**config.mk**
```make
export PLATFORM = sky130hd
export DESIGN_NAME = trap_ctrl_flat
export DESIGN_NICKNAME = d
export VERILOG_FILES = /design/src/rtl/trap_pkg.sv /design/src/rtl/trap_ctrl_if.sv /design/src/rtl/trap_sel.sv /design/src/rtl/trap_ctrl.sv /design/src/flat_wrapper.sv
export SDC_FILE = /design/constraint.sdc
export NUM_CORES = 1
export LEC_CHECK = 0
export CAP_MARGIN = 20
export CELL_PAD_IN_SITES_DETAIL_PLACEMENT = 0
export CELL_PAD_IN_SITES_GLOBAL_PLACEMENT = 1
export CORE_MARGIN = 8
export CORE_UTILIZATION = 30
export CTS_CLUSTER_SIZE = 8
export DETAILED_ROUTE_END_ITERATION = 6
export PLACE_DENSITY_LB_ADDON = 0.1
export SKIP_LAST_GASP = 1
export SLEW_MARGIN = 30
export SYNTH_ARGS = -nofsm -noshare
export SYNTH_HDL_FRONTEND = slang
export SYNTH_SLANG_ARGS = --single-unit
```
**constraint.sdc**
```tcl
create_clock -name clk -period 2.9 [get_ports clk]
set_clock_uncertainty 0.15 [all_clocks]
set_input_delay 0.435 -clock clk [delete_from_list [all_inputs] [get_ports clk]]
set_output_delay 0.435 -clock clk [all_outputs]
set_load 0.05 [all_outputs]
```
**src/rtl/trap_pkg.sv**
```systemverilog
// Shared definitions for the machine-mode trap sequencer.
// Holds CSR addresses, trap cause codes, MSTATUS/MIE bit positions and
// the sequencer state type.
package trap_pkg;

   localparam logic [11:0] CSR_MSTATUS = 12'h300;
   localparam logic [11:0] CSR_MIE     = 12'h304;
   localparam logic [11:0] CSR_MTVEC   = 12'h305;
   localparam logic [11:0] CSR_MEPC    = 12'h341;
   localparam logic [11:0] CSR_MCAUSE  = 12'h342;
   localparam logic [11:0] CSR_MIP     = 12'h344;

   localparam logic [31:0] CAUSE_EXT     = 32'h8000_000B;
   localparam logic [31:0] CAUSE_TIMER   = 32'h8000_0007;
   localparam logic [31:0] CAUSE_ECALL   = 32'h0000_000B;
   localparam logic [31:0] CAUSE_ILLEGAL = 32'h0000_0002;

   localparam int MSTATUS_MIE  = 3;
   localparam int MSTATUS_MPIE = 7;
   localparam int MIE_MEIE     = 11;
   localparam int MIE_MTIE     = 7;

   typedef enum logic [2:0] {
      IDLE,
      T_MEPC,
      T_MCAUSE,
      T_MSTAT,
      T_VEC,
      R_MSTAT,
      R_EPC
   } state_t;

endpackage

```
**src/rtl/trap_ctrl_if.sv**
```systemverilog
// Single-port CSR file bus.
//   csr_reg_wrpin / csr_reg_rdpin : write / read enables
//   csr_addr32                    : CSR address, zero-extended
//   csr_wdata / csr_rdata         : write / read data
// master = trap_ctrl, slave = CSR file.
interface trap_ctrl_if;
   logic        csr_reg_wrpin;
   logic        csr_reg_rdpin;
   logic [31:0] csr_addr32;
   logic [31:0] csr_wdata;
   logic [31:0] csr_rdata;

   modport master (
      output csr_reg_wrpin, csr_reg_rdpin, csr_addr32, csr_wdata,
      input  csr_rdata
   );

   modport slave (
      input  csr_reg_wrpin, csr_reg_rdpin, csr_addr32, csr_wdata,
      output csr_rdata
   );
endinterface

```
**src/rtl/trap_sel.sv**
```systemverilog
// Trap source selection (combinational).
// Inputs : exception/mret requests, interrupt levels and the enable bits
//          MSTATUS.MIE, MIE.MEIE, MIE.MTIE.
// Outputs: take (something is taken), is_mret, cause code for traps.
// Priority: exception > mret > external irq > timer irq.
module trap_sel
   import trap_pkg::*;
(
   input  logic        exc_valid,
   input  logic        exc_illegal,
   input  logic        mret_valid,
   input  logic        irq_ext,
   input  logic        irq_timer,
   input  logic        mstatus_mie,
   input  logic        mie_meie,
   input  logic        mie_mtie,
   output logic        take,
   output logic        is_mret,
   output logic [31:0] cause
);

   always_comb begin
      take    = 1'b0;
      is_mret = 1'b0;
      cause   = '0;
      if (exc_valid) begin
         take  = 1'b1;
         cause = exc_illegal ? CAUSE_ILLEGAL : CAUSE_ECALL;
      end else if (mret_valid) begin
         take    = 1'b1;
         is_mret = 1'b1;
      end else if (irq_ext && mstatus_mie && mie_meie) begin
         take  = 1'b1;
         cause = CAUSE_EXT;
      end else if (irq_timer && mstatus_mie && mie_mtie) begin
         take  = 1'b1;
         cause = CAUSE_TIMER;
      end
   end

endmodule

```
**src/rtl/trap_ctrl.sv**
```systemverilog
// Machine-mode trap sequencer and CSR access arbiter.
// Ports: clk/rst_n; pipeline CSR request (pipe_csr_*); cur_pc, exc_*,
// mret_valid, irq_*; CSR file bus (csr, master); stall/flush/busy to the
// pipeline; redirect_valid/redirect_pc to fetch.
//
// state    | meaning
// ---------+-----------------------------------------------
// IDLE     | pipeline CSR access passes through; watch for takes
// T_MEPC   | write MEPC = pc_q
// T_MCAUSE | write MCAUSE = cause_q
// T_MSTAT  | write MSTATUS with MPIE<=MIE, MIE<=0
// T_VEC    | read MTVEC, redirect to (possibly vectored) handler
// R_MSTAT  | write MSTATUS with MIE<=MPIE, MPIE<=1
// R_EPC    | read MEPC, redirect back
module trap_ctrl
   import trap_pkg::*;
(
   input  logic        clk,
   input  logic        rst_n,
   input  logic        pipe_csr_wr,
   input  logic        pipe_csr_rd,
   input  logic [11:0] pipe_csr_addr,
   input  logic [31:0] pipe_csr_wdata,
   output logic [31:0] pipe_csr_rdata,
   input  logic [31:0] cur_pc,
   input  logic        exc_valid,
   input  logic        exc_illegal,
   input  logic        mret_valid,
   input  logic        irq_ext,
   input  logic        irq_timer,
   trap_ctrl_if.master csr,
   output logic        stall,
   output logic        flush,
   output logic        redirect_valid,
   output logic [31:0] redirect_pc,
   output logic        busy
);

   state_t      state;
   logic [31:0] pc_q;
   logic [31:0] cause_q;
   logic [31:0] mstatus_sh;
   // Only the two enable bits of MIE are ever consumed.
   logic        mie_meie_sh;
   logic        mie_mtie_sh;

   logic        sel_take;
   logic        sel_mret;
   logic [31:0] sel_cause;
   logic        take_now;
   logic [31:0] mst_entry;
   logic [31:0] mst_exit;

   trap_sel u_sel (
      .exc_valid   (exc_valid),
      .exc_illegal (exc_illegal),
      .mret_valid  (mret_valid),
      .irq_ext     (irq_ext),
      .irq_timer   (irq_timer),
      .mstatus_mie (mstatus_sh[MSTATUS_MIE]),
      .mie_meie    (mie_meie_sh),
      .mie_mtie    (mie_mtie_sh),
      .take        (sel_take),
      .is_mret     (sel_mret),
      .cause       (sel_cause)
   );

   assign take_now = (state == IDLE) && sel_take;
   assign busy     = (state != IDLE);
   assign stall    = take_now || busy;
   assign flush    = take_now;

   always_comb begin
      mst_entry               = mstatus_sh;
      mst_entry[MSTATUS_MPIE] = mstatus_sh[MSTATUS_MIE];
      mst_entry[MSTATUS_MIE]  = 1'b0;
      mst_exit                = mstatus_sh;
      mst_exit[MSTATUS_MIE]   = mstatus_sh[MSTATUS_MPIE];
      mst_exit[MSTATUS_MPIE]  = 1'b1;
   end

   always_comb begin
      csr.csr_reg_wrpin = 1'b0;
      csr.csr_reg_rdpin = 1'b0;
      csr.csr_addr32    = '0;
      csr.csr_wdata     = '0;
      pipe_csr_rdata    = '0;
      redirect_valid    = 1'b0;
      redirect_pc       = '0;
      case (state)
         IDLE: begin
            // A take in this cycle drops the pipeline write; the flushed
            // instruction re-executes after the handler returns.
            csr.csr_reg_wrpin = pipe_csr_wr && !sel_take;
            csr.csr_reg_rdpin = pipe_csr_rd;
            csr.csr_addr32    = {20'h0, pipe_csr_addr};
            csr.csr_wdata     = pipe_csr_wdata;
            pipe_csr_rdata    = csr.csr_rdata;
         end
         T_MEPC: begin
            csr.csr_reg_wrpin = 1'b1;
            csr.csr_addr32    = {20'h0, CSR_MEPC};
            csr.csr_wdata     = pc_q;
         end
         T_MCAUSE: begin
            csr.csr_reg_wrpin = 1'b1;
            csr.csr_addr32    = {20'h0, CSR_MCAUSE};
            csr.csr_wdata     = cause_q;
         end
         T_MSTAT: begin
            csr.csr_reg_wrpin = 1'b1;
            csr.csr_addr32    = {20'h0, CSR_MSTATUS};
            csr.csr_wdata     = mst_entry;
         end
         T_VEC: begin
            csr.csr_reg_rdpin = 1'b1;
            csr.csr_addr32    = {20'h0, CSR_MTVEC};
            redirect_valid    = 1'b1;
            // Vectored mode offsets interrupts only.
            if (csr.csr_rdata[1:0] == 2'b01 && cause_q[31])
               redirect_pc = {csr.csr_rdata[31:2], 2'b00} + {26'h0, cause_q[3:0], 2'b00};
            else
               redirect_pc = {csr.csr_rdata[31:2], 2'b00};
         end
         R_MSTAT: begin
            csr.csr_reg_wrpin = 1'b1;
            csr.csr_addr32    = {20'h0, CSR_MSTATUS};
            csr.csr_wdata     = mst_exit;
         end
         R_EPC: begin
            csr.csr_reg_rdpin = 1'b1;
            csr.csr_addr32    = {20'h0, CSR_MEPC};
            redirect_valid    = 1'b1;
            redirect_pc       = {csr.csr_rdata[31:2], 2'b00};
         end
         default: ;
      endcase
   end

   always_ff @(posedge clk or negedge rst_n) begin
      if (!rst_n) begin
         state       <= IDLE;
         pc_q        <= '0;
         cause_q     <= '0;
         mstatus_sh  <= '0;
         mie_meie_sh <= 1'b0;
         mie_mtie_sh <= 1'b0;
      end else begin
         if (csr.csr_reg_wrpin && csr.csr_addr32 == {20'h0, CSR_MSTATUS})
            mstatus_sh <= csr.csr_wdata;
         if (csr.csr_reg_wrpin && csr.csr_addr32 == {20'h0, CSR_MIE}) begin
            mie_meie_sh <= csr.csr_wdata[MIE_MEIE];
            mie_mtie_sh <= csr.csr_wdata[MIE_MTIE];
         end
         case (state)
            IDLE: begin
               if (sel_take) begin
                  pc_q    <= cur_pc;
                  cause_q <= sel_cause;
                  state   <= sel_mret ? R_MSTAT : T_MEPC;
               end
            end
            T_MEPC:   state <= T_MCAUSE;
            T_MCAUSE: state <= T_MSTAT;
            T_MSTAT:  state <= T_VEC;
            T_VEC:    state <= IDLE;
            R_MSTAT:  state <= R_EPC;
            R_EPC:    state <= IDLE;
            default:  state <= IDLE;
         endcase
      end
   end

endmodule

```
**src/flat_wrapper.sv**
```systemverilog
// flat-port wrapper written by rule: the top's interface ports become plain ports
module trap_ctrl_flat import trap_pkg::*;
  (clk, rst_n, pipe_csr_wr, pipe_csr_rd, pipe_csr_addr, pipe_csr_wdata, pipe_csr_rdata, cur_pc, exc_valid, exc_illegal, mret_valid, irq_ext, irq_timer, stall, flush, redirect_valid, redirect_pc, busy, csr_csr_reg_wrpin, csr_csr_reg_rdpin, csr_csr_addr32, csr_csr_wdata, csr_csr_rdata);
  trap_ctrl_if csr_i ();
  input  logic clk;
  input  logic rst_n;
  input  logic pipe_csr_wr;
  input  logic pipe_csr_rd;
  input  logic [11:0] pipe_csr_addr;
  input  logic [31:0] pipe_csr_wdata;
  output logic [31:0] pipe_csr_rdata;
  input  logic [31:0] cur_pc;
  input  logic exc_valid;
  input  logic exc_illegal;
  input  logic mret_valid;
  input  logic irq_ext;
  input  logic irq_timer;
  output logic stall;
  output logic flush;
  output logic redirect_valid;
  output logic [31:0] redirect_pc;
  output logic busy;
  output wire logic [$bits(csr_i.csr_reg_wrpin)-1:0] csr_csr_reg_wrpin;
  output wire logic [$bits(csr_i.csr_reg_rdpin)-1:0] csr_csr_reg_rdpin;
  output wire logic [$bits(csr_i.csr_addr32)-1:0] csr_csr_addr32;
  output wire logic [$bits(csr_i.csr_wdata)-1:0] csr_csr_wdata;
  input wire logic [$bits(csr_i.csr_rdata)-1:0] csr_csr_rdata;
  assign csr_csr_reg_wrpin = csr_i.csr_reg_wrpin;
  assign csr_csr_reg_rdpin = csr_i.csr_reg_rdpin;
  assign csr_csr_addr32 = csr_i.csr_addr32;
  assign csr_csr_wdata = csr_i.csr_wdata;
  assign csr_i.csr_rdata = csr_csr_rdata;
  trap_ctrl u_core (.clk(clk), .rst_n(rst_n), .pipe_csr_wr(pipe_csr_wr), .pipe_csr_rd(pipe_csr_rd), .pipe_csr_addr(pipe_csr_addr), .pipe_csr_wdata(pipe_csr_wdata), .pipe_csr_rdata(pipe_csr_rdata), .cur_pc(cur_pc), .exc_valid(exc_valid), .exc_illegal(exc_illegal), .mret_valid(mret_valid), .irq_ext(irq_ext), .irq_timer(irq_timer), .csr(csr_i), .stall(stall), .flush(flush), .redirect_valid(redirect_valid), .redirect_pc(redirect_pc), .busy(busy));
endmodule
```
==> results.json, run 1 <==
{
  "status": "complete, but fails checks",
  "violations": "negative setup slack",
  "vias_per_cell": 4.992,
  "worstPathArrival_ns": 2.38,
  "placementRows": 48,
  "async_flop_share_pct": 100.0,
  "gp_congestion": 0.8412,
  "powerDensity_nw_per_um2": 1189,
  "antenna_found_initial": 1,
  "grt_pass1_vias": 5679,
  "layout_setup_ws_ns": -0.06289,
  "start_util_pct": 30.61,
  "clk_pin_slew_ns": 0.06,
  "cp_max_fo": 6,
  "seq_area_frac_synth_pct": 35.10,
  "vdd_drop_max_v": 0.0007891,
  "ys_ff_latch": 74,
  "yosys-top-cells-area": "dfrtp_1 (35%), mux2_2 (14%), mux2i_1 (5.1%)",
  "ant_nets": 0,
  "setup_viol": 7,
  "drive_above_1_share_pct": 38.29,
  "fp.dieH_um": 148.6,
  "criticalPathCategory": "reg -> out",
  "ys_types": 51,
  "cp-start-kind": "flip-flop",
  "synth_ff_type": "dfrtp_1",
  "utilization_pct": 56.35,
  "syn2layout_area_growth_pct": 84.09,
  "coreArea_um2": 17240,
  "pre_cts_slack_ns": -0.6004,
  "routed-via-count": 5262,
  "yosys.area.top_type": "dfrtp_1",
  "maxCapViolCount": 0,
  "drc": 0,
  "yosysWarnings": 0,
  "die_w_um": 148.6,
  "dr.pass1.iters": 4,
  "dp_hpwl_um": 16820,
  "r2r_cells": 6,
  "io_pins": 251,
  "hold_depth": 1,
  "synthesis.area_um2": 5276,
  "setup_tns_ns": -0.2226,
  "drt-total-wl_um": 21810,
  "nets": 946,
  "yosysTopAreaCellShare_pct": 35.10,
  "n_fill_cell": 1492,
  "min_to": "u_core.pc_q[26]$_DFFE_PN0P_",
  "clockRootBuffer": "clkbuf_16",
  "post-route-min-period_ns": 2.963,
  "synth_edf_count": 0,
  "r2r_slack_ns": 0.54,
  "reg2reg_to": "u_core.pc_q[12]$_DFFE_PN0P_",
  "max_slew_margin_pct": 62.32,
  "max_slew.worst_pin.slew_ns": 0.5614,
  "clock-sinks": 74,
  "hold_violations": 0,
  "slowest_stage": "dfrtp_1",
  "grt_start_max_net_pins": 46,
  "leakagePower_nw": 4.118,
  "cts_tree": "yes",
  "dieArea_um2": 22090,
  "grt_overflow_total": 0,
  "drt-initial-drc-count": 213,
  "grt_pass1_wl_um": 33380,
  "cts-htree-levels": 3,
  "synth_common_cells": "dfrtp_1 (74), mux2_2 (65), nand2_1 (47)",
  "cts_buffer_depth": 2,
  "slew_violations": 0,
  "min_path_type": "reg -> reg",
  "grt_usage_pct": 19.39,
  "timing.fmax_ghz": 0.3375,
  "holdCritStartpoint": "u_core.pc_q[26]$_DFFE_PN0P_",
  "synthMostInstantiatedCell": "dfrtp_1",
  "path_cells": "ha_2 > fa_2 > a211oi_4 > buf_6 > nor2_4 > nand4_1 > xor2_1 > nor2_2 > buf_12",
  "synth.avg_cell_area_um2": 9.456,
  "worst_path_largest_cell_delay_ns": 0.39,
  "cp.required_ns": 2.32,
  "end_kind": "primary output",
  "numPortBuffers": 228,
  "netlist_instances": 558,
  "clk_latency_ns": 0.34,
  "wire_per_inst_um": 20.69,
  "reg2reg_from": "u_core.state[1]$_DFFE_PN0P_",
  "total_power_mw": 11.55,
  "grt_setup_unrepaired": "true",
  "setup.worst_path.start": "u_core.cause_q[0]$_DFFE_PN0P_",
  "finalCritPeriodShare_pct": 102.2,
  "cts_made_buffers": 9
}
[cell type report]
cell class              instances  area (um^2)  area share, %
diodes                          1        2.502        0.02576
clock buffers                  10        229.0          2.357
clock inverters                 5        103.9          1.069
inverters                       9        33.78         0.3478
multi-input cells             436         3364          34.64
flip-flops and latches         74         1857          19.12
well taps                     225        281.5          2.898
repair buffers                294         3841          39.55
[per-stage QoR]
stage | hold WS, ns | cells | area, um^2
CTS | 0.3490 | 1052 | 9587
detailed placement | 0.2671 | 1025 | 9021
global placement | 0.2628 | 1025 | 9021
global route | 0.3638 | 1054 | 9713
floorplan | -0.01059 | 579 | 5393
finish | 0.3419 | 1054 | 9713
[what timing repair did]
action	4_1_cts	5_1_grt
pin swaps	41	20
hold buffers	1	0
hold endpoints to repair	32	0
endpoints found under the setup margin	89	50
gates resized for setup	35	32
setup buffers	11	1
gates cloned	1	0
[how the worst max path moves through the flow]
| stage | cells after the start | to | slack (ns) |
|---|---|---|---|
| finish | 9 | redirect_pc[18] | -0.06 |
| CTS | 9 | redirect_pc[22] | -0.12 |
| global route | 9 | redirect_pc[30] | -0.15 |
| floorplan | 7 | redirect_pc[23] | 0.04 |
| detailed placement | 9 | redirect_pc[20] | -0.60 |
| global placement | 9 | redirect_pc[20] | -0.56 |
[cells in the final DEF, fill, tap and decap left out, types with 4 or more instances in the layout]
cell type          n
conb_1            22
xor2_2             5
nand2_1           44
buf_6              9
nand4_1           15
nor2_2            13
mux2_2            65
buf_4             66
dfrtp_2            4
clkdlybuf4s50_1   97
nor2_1            26
dlygate4sd2_1      5
a21oi_1           17
buf_12           102
dlymetal6s2s_1    13
mux2i_1           27
o21ai_0           32
clkbuf_16          9
inv_1              7
a22o_1            30
xor2_1            17
and2_1            39
mux4_2             4
nand3_2            7
nand3_1            8
dfrtp_1           70
[state kept, by name, summed over array words and instances, names as in the netlist]
name                count
u_core.mie_meie_sh      1
u_core.pc_q            32
u_core.mie_mtie_sh      1
u_core.mstatus_sh      32
u_core.state            3
u_core.cause_q          5
[power by group]
group          internal [mW]  switching (mW)  leakage [nW]
combinational           3.76            4.68          3.05
sequential              1.49           0.352         0.907
clock                  0.835           0.432         0.163
total                   6.09            5.46          4.12
[logic make-up after synthesis]
group,count (synthesis),synth area share (%)
AND/OR/NAND/NOR,184,18.12
AO/OA/AOI/OAI,100,12.69
multiplexers,99,21.34
flip-flops,74,35.10
buffers and inverters,70,7.209
XOR/XNOR,25,4.150
adder cells (fa/ha/maj),5,1.328
other,1,0.07107
[critical path, delay by kind of cell, from the launching register on]
family | cells | cell delay [ns]
flip-flops | 1 | 0.39
XOR/XNOR | 1 | 0.20
adder cells (fa/ha/maj) | 2 | 0.58
AND/OR/NAND/NOR | 3 | 0.29
AO/OA/AOI/OAI | 1 | 0.26
buffers and inverters | 2 | 0.31
[metal layers]
| layer | vias up | track usage, % | wire (um) |
|---|---|---|---|
| met3 | 25 | 8.660 | 2176 |
| met1 | 2581 | 21.80 | 8332 |
| li1 | 2472 | - | - |
| met4 | 0 | 5.405 | 441 |
| met2 | 184 | 32.52 | 10850 |
| met5 | - | 0 | 0 |
(Power assumes the default switching activity.)
==> inputs of run 2 (changes only) <==
--- a/config.mk
+++ b/config.mk
@@ -5,7 +5,7 @@
 export SDC_FILE = /design/constraint.sdc
 export NUM_CORES = 1
 export LEC_CHECK = 0
-export CAP_MARGIN = 20
+export CAP_MARGIN = 40
 export CELL_PAD_IN_SITES_DETAIL_PLACEMENT = 0
 export CELL_PAD_IN_SITES_GLOBAL_PLACEMENT = 1
 export CORE_MARGIN = 8
==> run 2 against run 1 <==
  * The run now ends clean
  * Clock power shrank 9%
  * Power shrank 1.4%
  * Worst hold slack got worse by 0.0090 ns
  * Critical path type unchanged
  * Largest cell class unchanged
  * Highest routed layer is now met5
==> results.json, run 2 (synthesis results as in run 1) <==
{
  "status": "finished, final reports clean",
  "max_slew.worst_pin.slew_ns": 0.5557,
  "clockRootBuffer": "clkbuf_16",
  "io_pins": 251,
  "grt_usage_pct": 19.23,
  "dr.pass1.iters": 4,
  "grt_setup_unrepaired": "true",
  "cp_max_fo": 5,
  "holdCritStartpoint": "u_core.pc_q[26]$_DFFE_PN0P_",
  "multi_input_area_um2": 3311,
  "min_to": "u_core.pc_q[26]$_DFFE_PN0P_",
  "vias_per_cell": 4.974,
  "grt_overflow_total": 0,
  "clk_latency_ns": 0.33,
  "start_util_pct": 30.61,
  "max_slew_margin_pct": 62.95,
  "min_path_type": "reg -> reg",
  "wire_per_inst_um": 20.28,
  "grt_pass1_wl_um": 33350,
  "cts-htree-levels": 3,
  "dp_hpwl_um": 16860,
  "path_buf_inv": 2,
  "nets": 949,
  "mostFrequentLayoutCell": "buf_12",
  "placementRows": 48,
  "criticalPathCategory": "reg -> out",
  "path_delay_family": "simple AND/OR/NAND/NOR gates",
  "grt_pass1_vias": 5725,
  "vdd_drop_max_v": 0.0007143,
  "routed-via-count": 5258,
  "final-seq-area_um2": 1858,
  "r2r_cells": 6,
  "powerDensity_nw_per_um2": 1181,
  "drc": 0,
  "coreArea_um2": 17240,
  "slew_violations": 0,
  "setup_tns_ns": 0,
  "die_w_um": 148.6,
  "fp.dieH_um": 148.6,
  "drt-initial-drc-count": 164,
  "syn2layout_area_growth_pct": 82.81,
  "end_kind": "primary output",
  "setup_viol": 0,
  "cts_buffer_depth": 2,
  "finalHoldWorstSlack_ns": 0.3329,
  "maxCapViolCount": 0,
  "dieArea_um2": 22090,
  "timing.fmax_ghz": 0.3463,
  "worstPathArrival_ns": 2.30,
  "clock-sinks": 74,
  "grt_start_max_net_pins": 46,
  "ant_nets": 0,
  "r2r_slack_ns": 0.53,
  "n_antenna_cell": 0,
  "clk_pin_slew_ns": 0.06,
  "reg2reg_from": "u_core.state[1]$_DFFE_PN0P_",
  "n_fill_cell": 1484,
  "total_power_mw": 11.39,
  "finalCritPeriodShare_pct": 99.58,
  "drive_above_1_share_pct": 38.10,
  "path_cells": "ha_4 > nand3_1 > o22ai_1 > buf_4 > nand2_4 > or3_4 > a21oi_2 > buf_12",
  "cts_made_buffers": 9,
  "gp_congestion": 0.8412,
  "hold_violations": 0,
  "final_cell_mix": "buf_12 (103), clkdlybuf4s50_1 (101), buf_4 (74), dfrtp_1 (69), mux2_2 (65)",
  "post-route-min-period_ns": 2.888,
  "leakagePower_nw": 4.058,
  "cts_tree": "yes",
  "cp.required_ns": 2.32,
  "antenna_found_initial": 2,
  "worst_path_largest_cell_delay_ns": 0.42,
  "slowest_stage": "dfrtp_1",
  "numPortBuffers": 228,
  "drt-total-wl_um": 21430,
  "hold_depth": 1,
  "setup.worst_path.start": "u_core.cause_q[3]$_DFFE_PN0P_",
  "cp-start-kind": "flip-flop",
  "reg2reg_to": "u_core.pc_q[12]$_DFFE_PN0P_",
  "reg.largest.list": "u_core.mstatus_sh (32), u_core.pc_q (32), u_core.cause_q (5)"
}
run 2: per-stage QoR:
stage | instances | instance area [um^2] | utilization (%) | worst slack [ns]
final | 1057 | 9646 | 55.96 | 0.01231
after global routing | 1057 | 9646 | 55.96 | -0.08410
after CTS | 1052 | 9515 | 55.20 | -0.01868
after detailed placement | 1026 | 9029 | 52.38 | -0.3237
after global placement | 1025 | 9021 | 52.34 | -0.5646
after floorplan | 579 | 5393 | - | 0.04490
run 2: worst max path at each step:
stage | to | slack [ns] | cells past startpoint
6_report | redirect_pc[27] | 0.01 | 8
5_1_grt | redirect_pc[20] | -0.08 | 9
4_1_cts | redirect_pc[20] | -0.02 | 9
3_5_place_dp | redirect_pc[22] | -0.32 | 10
3_3_place_gp | redirect_pc[20] | -0.56 | 9
2_1_floorplan | redirect_pc[23] | 0.04 | 7
run 2: layout make-up:
class	count	share of cell area, %
inverter	9	0.3502
timing repair buffer	298	39.89
clock buffer	11	2.620
clock inverter	5	0.6356
sequential	74	19.26
tap	225	2.919
multi-input combinational	435	34.32
run 2: timing repair:
| item | in CTS | in global routing |
|---|---|---|
| pin swaps | 21 | 18 |
| hold endpoints to repair | 32 | 0 |
| setup buffers | 11 | 5 |
| hold buffers | 1 | 0 |
| endpoints found under the setup margin | 89 | 29 |
| resized for setup | 26 | 25 |
run 2: power breakdown:
part | internal (mW) | switching, mW | leakage [nW] | total (mW)
Clock | 0.715 | 0.434 | 0.144 | 1.15
Sequential | 1.49 | 0.358 | 0.906 | 1.85
Combinational | 3.75 | 4.64 | 3.01 | 8.39
run 2: metal layers:
metal	up-vias	GRT usage (%)	wire length (um)
li1	2494	-	-
met1	2593	21.72	8397
met2	150	33.41	10940
met3	17	7.931	1873
met4	4	3.672	204
met5	-	0	20
run 2: worst register-to-register path, stage by stage (launching register included):
cell and delay (ns):
dfrtp_2 0.42, buf_8 0.20, nor3_4 0.41, inv_2 0.20
a21oi_4 0.19, buf_4 0.30, mux2_2 0.39
